$ cat src/rtl/weight_pkg.sv
// -----------------------------------------------------------------------------
// weight_pkg
// Shared types for the weight read sequencer:
//   - wrs_state_e : sequencer FSM states (IDLE, RUN, DRAIN, DONE)
//   - WRS_PIPE_DEF: default weight_manager read latency in cycles
//   - wrs_tag_t   : tag travelling alongside each read {og, ig, last_ig, last}
// -----------------------------------------------------------------------------
package weight_pkg;

    // Default read latency of the weight_manager.
    localparam int WRS_PIPE_DEF  = 3;

    // Width of the group fields carried in the tag.
    localparam int WRS_GRP_WIDTH = 8;

    typedef enum logic [1:0] {
        IDLE  = 2'd0,
        RUN   = 2'd1,
        DRAIN = 2'd2,
        DONE  = 2'd3
    } wrs_state_e;

    typedef struct packed {
        logic [WRS_GRP_WIDTH-1:0] og;
        logic [WRS_GRP_WIDTH-1:0] ig;
        logic                     last_ig;
        logic                     last;
    } wrs_tag_t;

endpackage

$ cat src/rtl/wrs_tag_pipe.sv
// -----------------------------------------------------------------------------
// wrs_tag_pipe
// PIPE-deep shift register carrying a valid bit plus the read tag, so that
// the tag leaves exactly PIPE cycles after the read was issued.
// Ports:
//   clk, rst_n  : clock, asynchronous active-low reset
//   in_valid    : read issued this cycle
//   in_tag      : tag of the issued read
//   out_valid   : valid delayed by PIPE cycles
//   out_tag     : tag delayed by PIPE cycles
//   pending     : a tag sits in any stage other than the output stage
// -----------------------------------------------------------------------------
module wrs_tag_pipe
    import weight_pkg::*;
#(
    parameter int PIPE = WRS_PIPE_DEF
)(
    input  logic     clk,
    input  logic     rst_n,
    input  logic     in_valid,
    input  wrs_tag_t in_tag,
    output logic     out_valid,
    output wrs_tag_t out_tag,
    output logic     pending
);

    logic [PIPE-1:0] valid_r;
    wrs_tag_t        tag_r [PIPE];

    // Shift valid and tag one stage per cycle
    always_ff @(posedge clk or negedge rst_n) begin
        if (!rst_n) begin
            valid_r <= {PIPE{1'b0}};
            for (int i = 0; i < PIPE; i++) begin
                tag_r[i] <= '0;
            end
        end else begin
            valid_r[0] <= in_valid;
            tag_r[0]   <= in_tag;
            for (int i = 1; i < PIPE; i++) begin
                valid_r[i] <= valid_r[i-1];
                tag_r[i]   <= tag_r[i-1];
            end
        end
    end

    // Occupancy of the stages ahead of the output; the output stage empties
    // on the same edge the sequencer would leave DRAIN.
    always_comb begin
        pending = 1'b0;
        for (int i = 0; i < PIPE - 1; i++) begin
            pending = pending | valid_r[i];
        end
    end

    assign out_valid = valid_r[PIPE-1];
    assign out_tag   = tag_r[PIPE-1];

endmodule

$ cat src/rtl/weight_read_sequencer.sv
// -----------------------------------------------------------------------------
// weight_read_sequencer
// Walks og (outer) x rep (middle) x ig (inner) and issues one weight_manager
// read per cycle, throttled by a downstream credit counter. A tag pipeline
// returns {og, ig, last_ig, last} aligned with the read data.
// Optional build macro: WRS_READY_CHECK_EN adds err_sticky, which latches any
// cycle where data_ready disagrees with tag_valid.
// Ports:
//   clk, rst_n              : clock, asynchronous active-low reset
//   start                   : job start pulse (ignored while busy)
//   cfg_co_groups           : output-channel groups (COUT/8)
//   cfg_ci_groups           : input-channel groups (CIN/8)
//   cfg_reps                : passes over ig per og
//   credit_ret              : one downstream slot freed
//   data_ready              : data valid from weight_manager
//   rd_en, rd_addr          : read strobe and address (og*ci_groups + ig)
//   tag_valid, tag_og,
//   tag_ig, tag_last_ig,
//   tag_last                : tag aligned with returned data
//   busy                    : job in progress (RUN or DRAIN)
//   done                    : one-cycle pulse at job end
//   err_sticky              : (WRS_READY_CHECK_EN only) ready/tag mismatch seen
// -----------------------------------------------------------------------------
module weight_read_sequencer
    import weight_pkg::*;
#(
    parameter int ADDR_WIDTH = 12,
    parameter int GRP_WIDTH  = WRS_GRP_WIDTH,
    parameter int CREDITS    = 8,
    parameter int PIPE       = WRS_PIPE_DEF
)(
    input  logic                  clk,
    input  logic                  rst_n,
    input  logic                  start,
    input  logic [GRP_WIDTH-1:0]  cfg_co_groups,
    input  logic [GRP_WIDTH-1:0]  cfg_ci_groups,
    input  logic [15:0]           cfg_reps,
    input  logic                  credit_ret,
    input  logic                  data_ready,
    output logic                  rd_en,
    output logic [ADDR_WIDTH-1:0] rd_addr,
    output logic                  tag_valid,
    output logic [GRP_WIDTH-1:0]  tag_og,
    output logic [GRP_WIDTH-1:0]  tag_ig,
    output logic                  tag_last_ig,
    output logic                  tag_last,
    output logic                  busy,
    output logic                  done
`ifdef WRS_READY_CHECK_EN
    ,
    output logic                  err_sticky
`endif
);

    localparam int CNT_W = $clog2(CREDITS + 1);

    wrs_state_e            state_r;
    wrs_state_e            state_nxt_s;

    logic [GRP_WIDTH-1:0]  co_r;
    logic [GRP_WIDTH-1:0]  ci_r;
    logic [15:0]           reps_r;
    logic [GRP_WIDTH-1:0]  og_r;
    logic [GRP_WIDTH-1:0]  ig_r;
    logic [15:0]           rep_r;
    logic [ADDR_WIDTH-1:0] og_base_r;
    logic [CNT_W-1:0]      credit_cnt_r;

    logic                  rd_en_r;
    logic [ADDR_WIDTH-1:0] rd_addr_r;
    wrs_tag_t              issue_tag_r;
    logic                  busy_r;
    logic                  done_r;

    logic [GRP_WIDTH-1:0]  co_s;
    logic [GRP_WIDTH-1:0]  ci_s;
    logic [15:0]           reps_s;
    logic                  cfg_ok_s;
    logic                  credit_ok_s;
    logic                  credit_dec_s;
    logic                  issue_s;
    logic                  last_ig_s;
    logic                  last_rep_s;
    logic                  last_og_s;
    logic                  last_s;
    logic                  pipe_pending_s;
    wrs_tag_t              pipe_tag_s;

    // Effective configuration: live inputs while idle (the first read issues
    // on the start edge), the latched copy once the job runs.
    always_comb begin
        if (state_r == IDLE) begin
            co_s   = cfg_co_groups;
            ci_s   = cfg_ci_groups;
            reps_s = cfg_reps;
        end else begin
            co_s   = co_r;
            ci_s   = ci_r;
            reps_s = reps_r;
        end
    end

    assign cfg_ok_s     = (cfg_co_groups != {GRP_WIDTH{1'b0}}) &&
                          (cfg_ci_groups != {GRP_WIDTH{1'b0}}) &&
                          (cfg_reps != 16'd0);
    assign credit_ok_s  = (credit_cnt_r < CNT_W'(CREDITS));
    assign credit_dec_s = credit_ret && (credit_cnt_r != {CNT_W{1'b0}});

    assign last_ig_s  = (ig_r  == (ci_s   - GRP_WIDTH'(1)));
    assign last_rep_s = (rep_r == (reps_s - 16'd1));
    assign last_og_s  = (og_r  == (co_s   - GRP_WIDTH'(1)));
    assign last_s     = last_ig_s && last_rep_s && last_og_s;

    // Next-state and issue decision
    always_comb begin
        issue_s     = 1'b0;
        state_nxt_s = state_r;
        case (state_r)
            IDLE: begin
                if (start && cfg_ok_s) begin
                    issue_s = credit_ok_s;
                    // A single-read job is already complete on the start edge.
                    if (credit_ok_s && last_s) begin
                        state_nxt_s = DRAIN;
                    end else begin
                        state_nxt_s = RUN;
                    end
                end else if (start) begin
                    state_nxt_s = DONE;
                end else begin
                    state_nxt_s = IDLE;
                end
            end
            RUN: begin
                issue_s = credit_ok_s;
                if (credit_ok_s && last_s) begin
                    state_nxt_s = DRAIN;
                end else begin
                    state_nxt_s = RUN;
                end
            end
            DRAIN: begin
                if (!rd_en_r && !pipe_pending_s) begin
                    state_nxt_s = DONE;
                end else begin
                    state_nxt_s = DRAIN;
                end
            end
            DONE: begin
                state_nxt_s = IDLE;
            end
            default: begin
                state_nxt_s = IDLE;
            end
        endcase
    end

    // Control FSM with registered status outputs
    always_ff @(posedge clk or negedge rst_n) begin
        if (!rst_n) begin
            state_r <= IDLE;
            busy_r  <= 1'b0;
            done_r  <= 1'b0;
        end else begin
            state_r <= state_nxt_s;
            busy_r  <= (state_nxt_s == RUN) || (state_nxt_s == DRAIN);
            done_r  <= (state_r == DONE);
        end
    end

    // Datapath: configuration latch, loop counters, issue registers, credits
    always_ff @(posedge clk or negedge rst_n) begin
        if (!rst_n) begin
            co_r         <= {GRP_WIDTH{1'b0}};
            ci_r         <= {GRP_WIDTH{1'b0}};
            reps_r       <= 16'd0;
            og_r         <= {GRP_WIDTH{1'b0}};
            ig_r         <= {GRP_WIDTH{1'b0}};
            rep_r        <= 16'd0;
            og_base_r    <= {ADDR_WIDTH{1'b0}};
            credit_cnt_r <= {CNT_W{1'b0}};
            rd_en_r      <= 1'b0;
            rd_addr_r    <= {ADDR_WIDTH{1'b0}};
            issue_tag_r  <= '0;
        end else begin
            if ((state_r == IDLE) && start && cfg_ok_s) begin
                co_r   <= cfg_co_groups;
                ci_r   <= cfg_ci_groups;
                reps_r <= cfg_reps;
            end else begin
                co_r   <= co_r;
                ci_r   <= ci_r;
                reps_r <= reps_r;
            end

            // Issue and return in the same cycle cancel out.
            case ({issue_s, credit_dec_s})
                2'b10:   credit_cnt_r <= credit_cnt_r + CNT_W'(1);
                2'b01:   credit_cnt_r <= credit_cnt_r - CNT_W'(1);
                default: credit_cnt_r <= credit_cnt_r;
            endcase

            rd_en_r <= issue_s;
            if (issue_s) begin
                rd_addr_r           <= og_base_r + ADDR_WIDTH'(ig_r);
                issue_tag_r.og      <= WRS_GRP_WIDTH'(og_r);
                issue_tag_r.ig      <= WRS_GRP_WIDTH'(ig_r);
                issue_tag_r.last_ig <= last_ig_s;
                issue_tag_r.last    <= last_s;
                if (last_s) begin
                    // Leave the counters at zero for the next job.
                    ig_r      <= {GRP_WIDTH{1'b0}};
                    rep_r     <= 16'd0;
                    og_r      <= {GRP_WIDTH{1'b0}};
                    og_base_r <= {ADDR_WIDTH{1'b0}};
                end else if (!last_ig_s) begin
                    ig_r <= ig_r + GRP_WIDTH'(1);
                end else if (!last_rep_s) begin
                    ig_r  <= {GRP_WIDTH{1'b0}};
                    rep_r <= rep_r + 16'd1;
                end else begin
                    ig_r      <= {GRP_WIDTH{1'b0}};
                    rep_r     <= 16'd0;
                    og_r      <= og_r + GRP_WIDTH'(1);
                    og_base_r <= og_base_r + ADDR_WIDTH'(ci_s);
                end
            end else begin
                // Stalled or idle: address and position hold.
                issue_tag_r <= '0;
            end
        end
    end

    wrs_tag_pipe #(
        .PIPE      (PIPE)
    ) u_tag_pipe (
        .clk       (clk),
        .rst_n     (rst_n),
        .in_valid  (rd_en_r),
        .in_tag    (issue_tag_r),
        .out_valid (tag_valid),
        .out_tag   (pipe_tag_s),
        .pending   (pipe_pending_s)
    );

    assign rd_en       = rd_en_r;
    assign rd_addr     = rd_addr_r;
    assign tag_og      = GRP_WIDTH'(pipe_tag_s.og);
    assign tag_ig      = GRP_WIDTH'(pipe_tag_s.ig);
    assign tag_last_ig = pipe_tag_s.last_ig;
    assign tag_last    = pipe_tag_s.last;
    assign busy        = busy_r;
    assign done        = done_r;

`ifdef WRS_READY_CHECK_EN
    logic err_r;

    // Sticky flag for returned data that does not line up with the tag
    always_ff @(posedge clk or negedge rst_n) begin
        if (!rst_n) begin
            err_r <= 1'b0;
        end else begin
            err_r <= err_r | (data_ready != tag_valid);
        end
    end

    assign err_sticky = err_r;
`else
    logic unused_ready_s;
    assign unused_ready_s = data_ready;
`endif

endmodule

$ cat config.mk
export PLATFORM = sky130hd
export DESIGN_NAME = weight_read_sequencer
export DESIGN_NICKNAME = d
export VERILOG_FILES = /design/src/rtl/weight_pkg.sv /design/src/rtl/wrs_tag_pipe.sv /design/src/rtl/weight_read_sequencer.sv
export SDC_FILE = /design/constraint.sdc
export NUM_CORES = 1
export LEC_CHECK = 0
export ABC_CLOCK_PERIOD_IN_PS = 3400
export CAP_MARGIN = 10
export CORE_MARGIN = 3
export CORE_UTILIZATION = 53
export CTS_BUF_LIST = sky130_fd_sc_hd__clkbuf_16
export CTS_CLUSTER_DIAMETER = 100
export DETAILED_ROUTE_END_ITERATION = 10
export PLACE_DENSITY = 0.76
export SETUP_SLACK_MARGIN = 0.5
export SYNTH_ARGS = -nofsm -noshare
export SYNTH_HDL_FRONTEND = slang
export SYNTH_HIERARCHICAL = 1
export SYNTH_SLANG_ARGS = --single-unit
$ cat constraint.sdc
create_clock -name clk -period 3.4 [get_ports clk]
set_input_delay 0.51 -clock clk [delete_from_list [all_inputs] [get_ports clk]]
set_output_delay 0.51 -clock clk [all_outputs]
set_load 0.03 [all_outputs]
Yosys cells after proc, flatten, opt, wreduce, memory -nomap -nowiden
Index checks and enable logic that the tools add are counted.
Widths: inputs -> output; s select.
{ "word_totals": {"word_cells": 98, "regBits": 172, "output_inout_bits": 34} }
{ "op_classes": {"n_eq_ne": 10, "n_lt_le_gt_ge": 1, "mux": 23, "addsub": 10, "n_bitwise": 1, "n_reduce_logical": 23} }
{ "ops": {"columns": ["op", "count"], "rows": [
  ["$mux 16", 4],
  ["$mux 8", 7],
  ["$mux 12", 3],
  ["$add 12x8->12", 2],
  ["$mux 18", 1],
  ["$add 16x1->16 const B", 1],
  ["$add 8x1->8 const B", 2],
  ["$eq 16x16->1", 1],
  ["$eq 8x8->1", 2],
  ["$reduce_bool 16->1", 1],
  ["$reduce_bool 8->1", 2],
  ["$sub 16x1->16 const B", 1],
  ["$sub 8x1->8 const B", 2],
  ["$logic_and 1x1->1", 10],
  ["$eq 2x2->1 const B", 4],
  ["$pmux 2 s4", 1],
  ["$pmux 4 s2", 1],
  ["$eq 2x1->1 const B", 3],
  ["$mux 2", 3],
  ["$reduce_bool 2->1", 3],
  ["$add 4x1->4 const B", 1],
  ["$lt 4x4->1 const B", 1],
  ["$reduce_bool 4->1", 1],
  ["$sub 4x1->4 const B", 1],
  ["8 further kinds", 10]
]} }

Longest topological paths before layout
{ "logic_depth": {"word_depth": 12, "mapped_depth": 17} }

Cells and area by module
Netlist, hierarchy kept.
{ "modules_own_cells": {"columns": ["mod", "n_inst", "cells_per_inst", "area_per_inst_um2"], "rows": [
  ["weight_read_sequencer", 1, 752, 7215.7],
  ["wrs_tag_pipe", 1, 76, 1567.8]
]} }

Least setup slack after synthesis
No wires, ideal clock.
{ "synth_path": {"path_kind": "register -> register", "start": "reg state_r[0]", "end": "reg og_base_r[10]", "n_path_buf": 7, "stages_incl_launch_ff": 18, "slack_ns": -0.330, "synth_period_minus_slack_ns": 3.730, "arrival_time_ns": 3.597, "setup_time_ns": 0.132, "cell_sequence": "dfrtp_1 > buf_6 > or2_4 > buf_6 > buf_4 > buf_2 > mux2i_1 > ha_1 > nor3b_1 > and2_1 > nor3b_1 > mux2i_1 > or4_1 > clkbuf_1 > buf_2 > buf_2 > o31ai_1 > o31ai_1"} }
{ "synth_via": {"elab_chain_len": 8} }
{ "synth_lines": {"columns": ["element", "line_no", "text"], "rows": [
  ["start, declared", "weight_read_sequencer.sv:57", "wrs_state_e state_r;"],
  ["start signal, assigned", "weight_read_sequencer.sv:165", "state_r <= state_nxt_s;"],
  ["$logic_not 2->1", "weight_read_sequencer.sv:92, weight_read_sequencer.sv:118", null],
  ["$mux 16 or $mux 8 (tied branches)", "weight_read_sequencer.sv:92", "if (state_r == IDLE) begin"],
  ["$sub 16x1->16 or $sub 8x1->8 (tied branches)", "weight_read_sequencer.sv:110, weight_read_sequencer.sv:109", null],
  ["$eq 16x16->1 or $eq 8x8->1 (tied branches)", "weight_read_sequencer.sv:110, weight_read_sequencer.sv:109", null],
  ["$logic_and 1x1->1 (2 in a row)", "weight_read_sequencer.sv:112", "assign last_s = last_ig_s && last_rep_s && last_og_s;"],
  ["$reduce_bool 2->1 (no line)", null, null],
  ["$reduce_and 3->1 (no line)", null, null],
  ["end signal, assigned", "weight_read_sequencer.sv:180", "og_base_r <= {ADDR_WIDTH{1'b0}};"],
  ["end signal, assigned", "weight_read_sequencer.sv:215", "og_base_r <= {ADDR_WIDTH{1'b0}};"],
  ["end signal, assigned", "weight_read_sequencer.sv:225", "og_base_r <= og_base_r + ADDR_WIDTH'(ci_s);"],
  ["end, declared", "weight_read_sequencer.sv:66", "logic [ADDR_WIDTH-1:0] og_base_r;"]
]} }
Several ways; a longest one is shown, not always the timed one. The select of a mux whose other input is x is not followed.
A chain may end at the register's enable or synchronous reset.

Worst setup path in the final report
{ "layout_path": {"start": "reg state_r[0]", "end": "reg og_r[7]"} }
{ "layout_via": {"elab_chain_len": 8} }
{ "layout_lines": {"columns": ["element", "line_no", "text"], "rows": [
  ["$logic_not 2->1", "weight_read_sequencer.sv:92, weight_read_sequencer.sv:118", null],
  ["$mux 16 or $mux 8 (tied branches)", "weight_read_sequencer.sv:92", null],
  ["$sub 16x1->16 or $sub 8x1->8 (tied branches)", "weight_read_sequencer.sv:110, weight_read_sequencer.sv:109", null],
  ["$eq 16x16->1 or $eq 8x8->1 (tied branches)", "weight_read_sequencer.sv:110, weight_read_sequencer.sv:109", null],
  ["$logic_and 1x1->1 (2 in a row)", "weight_read_sequencer.sv:112", null],
  ["$reduce_bool 2->1 (no line)", null, null],
  ["$reduce_and 3->1 (no line)", null, null],
  ["end signal, assigned", "weight_read_sequencer.sv:177", "og_r <= {GRP_WIDTH{1'b0}};"],
  ["end signal, assigned", "weight_read_sequencer.sv:214", "og_r <= {GRP_WIDTH{1'b0}};"],
  ["end signal, assigned", "weight_read_sequencer.sv:224", "og_r <= og_r + GRP_WIDTH'(1);"],
  ["end, declared", "weight_read_sequencer.sv:63", "logic [GRP_WIDTH-1:0] og_r;"]
]} }
Several ways; a longest one is shown, not always the timed one.

==> results by stage <==
Outcome:
- The run finished, with violations left.
- The final reports fail on negative setup slack.

Yosys:
- The Yosys step of the flow raised 6 warnings.
- Synthesis produced roughly 830 cells.
- Of the post-synthesis cell area, the part taken by muxes is 0.0873.
- The top flip-flop cell by instance count after synthesis is sky130_fd_sc_hd__dfrtp_1.
- Sorting the synthesized cells by area gives the leading types as sky130_fd_sc_hd__dfrtp_1 49%, sky130_fd_sc_hd__mux2_2 5.1%, sky130_fd_sc_hd__xnor2_1 3.6%, sky130_fd_sc_hd__ha_1 3.6%, sky130_fd_sc_hd__o21ai_0 3.1%.
- The portion of synthesized cell area occupied by the leading cell type is 0.490.
- sky130_fd_sc_hd__dfrtp_1 is the most common cell in the netlist.
- The commonest cells after synthesis are 172 x sky130_fd_sc_hd__dfrtp_1, 58 x sky130_fd_sc_hd__nor2_1, 54 x sky130_fd_sc_hd__o21ai_0, 51 x sky130_fd_sc_hd__nand2_1, 40 x sky130_fd_sc_hd__mux2_2.
- The cell area after synthesis is 8780 um2.
- In this run the mean area of a mapped cell was 10.6 um2.
- The compound-cell area share of the yosys netlist is 0.119.
- The number of synthesized register bits is 172.
- Synthesis produced a netlist with a net count of 893.
- By area, the combinational part of the netlist is dominated by simple AND/OR/NAND/NOR gates.
- Of all flip-flops after synthesis, the portion carrying an async set or reset was 1.00.
- Of the total synthesized cell area, the portion taken by full adders, half adders and majority gates is 0.0425.
- The fraction of the yosys area taken by sequential cells is 0.490.
- After synthesis, the netlist uses 68 different library cells.
- Of the total synthesized cell area, the portion taken by XOR and XNOR cells is 0.0628.
- The post-synthesis simple-gate area fraction is 0.149.
- sky130_fd_sc_hd__dfrtp_1 takes more of the synthesized area than any other cell.
- The number of flops mapped to enable cells by yosys is 0.

Power and ir drop:
- Of the total power, registers draw 0.407.
- VDD sags by at most 0.371 mV.
- The power density relative to cell area is 553 nW/um2.
- The internal power of the cells is 4.26 mW.
- The part of the power in the clock network is 0.305.
- Summed over all nets, the switching power comes to 2.15 mW.
- Of the total power, combinational logic draws 0.288.
- The cell leakage power is 5.31 nW.
- The design draws roughly 6.4 mW.
- Of the total power, the share spent switching nets is 0.336.

Floorplan:
- The initial utilization of the core area, before any placement, comes to 0.547.
- The height of the chip is between 100 and 150 um.
- The core outline area is ~16000 um2.
- The count of boundary I/O pins is around 70.
- The die covers 18200 um2.
- The initialized floorplan defines 46 standard-cell rows.
- The die is 135 um wide.

Clock tree:
- TritonCTS built the clock tree.
- The buffer cell driving the clock tree root is sky130_fd_sc_hd__clkbuf_16.
- The number of buffers created by CTS is 17.
- The clock drives 172 sinks.
- The count of H-tree levels built during CTS is 4.
- The clock slew at the register clock pins of the worst setup and hold paths is 70 ps.
- At the later pin of the worst-skew pair, clock insertion delay measures 440 ps.
- No sink is reached through more buffers than the 2 on the longest clock path.

Worst setup path:
- The data arrival time of the worst path is 3790 ps.
- The signal on the critical path passes through or2_4, buf_6, mux2i_4, ha_4, xor2_2, a41o_1, a211o_1, a21o_1, or4_4, or3_4, buf_6, o31ai_2.
- The maximum fanout along the worst path is 8.
- The worst setup path is of the reg2reg kind.
- The worst setup path is launched from a flip-flop.
- The worst endpoint required time is 3750 ps.
- The cell repeated most along the worst path is sky130_fd_sc_hd__buf_6.
- The maximum single-stage delay on the critical path is 500 ps.
- The capturing element type of the critical path is a flip-flop.
- On the critical path, the stage with the largest delay is an instance of sky130_fd_sc_hd__or4_4.

STA:
- Setup repair after global routing could not meet its margin everywhere.
- The worst pin sits at a relative slew slack of 0.506.
- The maximum clock rate is 291 MHz.
- In the finished design, the share of the clock period the worst path needs comes to 1.01.
- The setup slack after layout is -34.5 ps.
- The final setup skew is 15.1 ps.
- The clock period minus worst slack is ~3400 ps.
- Across all hold checks on the routed design, the worst slack comes to 96.7 ps.
- Setup violations remaining at the end of the flow were counted as 4.
- The number of pins with negative max-slew slack in the final report came to 0.
- For the pin with the worst max-slew slack, the measured transition is 741 ps.
- The number of failing hold endpoints at the final stage is 0.

Final layout:
- The antenna cell count is 0.
- The net count of the finished layout is 1038.
- The area growth from synthesis to layout is 32.1%.
- In the final layout, the share of cells above drive strength 1 is 0.279.
- The design area is 11600 um2.

Placed design:
- Prior to clock tree synthesis, the placed netlist has a worst setup slack of -391 ps.
- The estimated wirelength of the detail-placed design is 13900 um.
- After detailed placement, the total cell area comes to about 10000 um2.
- The count of port buffers added during placement is 69.
- The weighted congestion at the end of routability-driven global placement is 0.876.

Detailed routing:
- The iteration-0 DRC count of the detailed router is 419.
- Summing over every cut layer, the via total after detailed routing is around 7000.
- The routed via count divided by cell count is 5.75.
- Dividing the detail-routed wire length by the instance count gives 18.6 um.
- The aggregate routed wire length is ~22000 um.
- The count of nets left with antenna violations once routing finished came out at 0.
- The number of detailed-route iterations in the first pass is 5.
- For this run, design rule violations remaining after detail routing come to 0.

Global route:
- The aggregate global-route resource usage is 0.239.
- Entering global routing, the biggest net connects 81 pins.
- The initial antenna violation count was 0.
- Summed over all layers, the global routing overflow is 0.
- The via count of the first global-routing pass is 6913.
- The first global-routing pass estimated ~34000 um of wire.

Worst hold path:
- The worst hold path belongs to the class in2async.

Job:
- The max-cap violation count is 0.
layer usage:
metal | vias to the layer above | track usage | wire [um]
met5 | - | 0 | 0
met4 | 0 | 0.0854 | 456
met3 | 44 | 0.0428 | 968
met2 | 216 | 0.396 | 11400
met1 | 3420 | 0.318 | 9470
li1 | 3221 | - | -
sequential cells by signal, summed over array words and instances, names as in the netlist, 2 cells and up:
register	cells
issue_tag_r	18
ci_r	8
co_r	8
u_tag_pipe/tag_r	36
rd_addr	12
rep_r	16
ig_r	8
credit_cnt_r	4
u_tag_pipe/out_tag	18
state_r	2
og_r	8
u_tag_pipe/valid_r	3
og_base_r	12
reps_r	16
cells in the final DEF, fill, tap and decap left out, types with 7 or more instances in the layout:
cell | synthesis | routed
sky130_fd_sc_hd__buf_6 | 4 | 16
sky130_fd_sc_hd__and3_1 | 10 | 9
sky130_fd_sc_hd__nand3_1 | 16 | 15
sky130_fd_sc_hd__a31oi_1 | 8 | 8
sky130_fd_sc_hd__o31ai_1 | 16 | 9
sky130_fd_sc_hd__buf_4 | 19 | 87
sky130_fd_sc_hd__inv_1 | 33 | 30
sky130_fd_sc_hd__nand2b_1 | 7 | 7
sky130_fd_sc_hd__nand2_1 | 51 | 50
sky130_fd_sc_hd__mux2_2 | 40 | 34
sky130_fd_sc_hd__a21o_1 | 9 | 9
sky130_fd_sc_hd__nor2_1 | 58 | 52
sky130_fd_sc_hd__nand4_1 | 11 | 11
sky130_fd_sc_hd__dfrtp_1 | 172 | 172
sky130_fd_sc_hd__nor4_1 | 17 | 9
sky130_fd_sc_hd__xnor2_1 | 36 | 34
sky130_fd_sc_hd__mux2_4 | 2 | 8
sky130_fd_sc_hd__xor2_1 | 27 | 26
sky130_fd_sc_hd__clkdlybuf4s50_1 | 0 | 60
sky130_fd_sc_hd__clkbuf_16 | 0 | 17
sky130_fd_sc_hd__a21oi_2 | 0 | 7
sky130_fd_sc_hd__nor3_1 | 12 | 7
sky130_fd_sc_hd__and2_1 | 20 | 21
sky130_fd_sc_hd__o21ai_0 | 54 | 29
sky130_fd_sc_hd__ha_1 | 25 | 20
sky130_fd_sc_hd__mux2i_1 | 25 | 23
sky130_fd_sc_hd__a21oi_1 | 27 | 18
sky130_fd_sc_hd__o21ai_1 | 3 | 21
worst paths after layout:
kind	slack (ps)	end	depth (start not counted)	start
max	-30	og_r[7]	12	state_r[0]
min	100	u_tag_pipe/out_tag[1]	1	rst_n
max reg2reg	-30	og_r[7]	12	state_r[0]
min reg2reg	350	u_tag_pipe/tag_r[53]	0	issue_tag_r[17]
max in group asynchronous	2480	og_base_r[8]	2	rst_n
min in group clk	350	u_tag_pipe/tag_r[53]	0	issue_tag_r[17]
cells by family (layout without fill, tap and decap cells):
group	Yosys count	in the layout
flip-flops	172	172
multiplexers	69	69
adder cells (fa/ha/maj)	28	28
AND/OR/NAND/NOR	244	244
AO/OA/AOI/OAI	165	165
buffers and inverters	87	244
XOR/XNOR	63	63
power groups by stage:
stage	sequential (mW)	clock (mW)	combinational, mW
finish	2.61	1.96	1.85
detailed placement	2.63	0	1.63
CTS	2.60	1.98	1.72
global route	2.65	2.07	2.01
floorplan	2.64	0	1.01
global placement	2.61	0	1.58
per-stage QoR:
stage          utilization  setup TNS (ps)  std cells
2_1_floorplan            -           -1960        828
3_3_place_gp         0.634           -4860       1153
3_5_place_dp         0.634           -8210       1153
4_1_cts              0.701               0       1199
5_1_grt              0.722           -1300       1201
6_report             0.722           -88.2       1201
what timing repair did:
action	4_1_cts	5_1_grt
pin swaps	17	6
setup buffers	12	2
cloned	3	0
hold buffers	0	0
gates resized for setup	81	81
setup endpoints to repair	48	50
critical path, delay by kind of cell (launching register included):
family          cells  cell delay [ps]
mux                 1              180
xor+xnor            1              150
flops               1              380
fa+ha+maj           1              190
compound gates      4              880
simple gates        3             1270
buf+inv             2              290
layout make-up:
class	count	area [um2]
Clock buffer	17	425
Sequential cell	172	4300
Fill cell	1032	4460
Multi-Input combinational cell	569	4580
Inverter	33	133
Tap cell	216	270
Clock inverter	14	176
Timing Repair Buffer	180	1710
(Power assumes the default switching activity.)
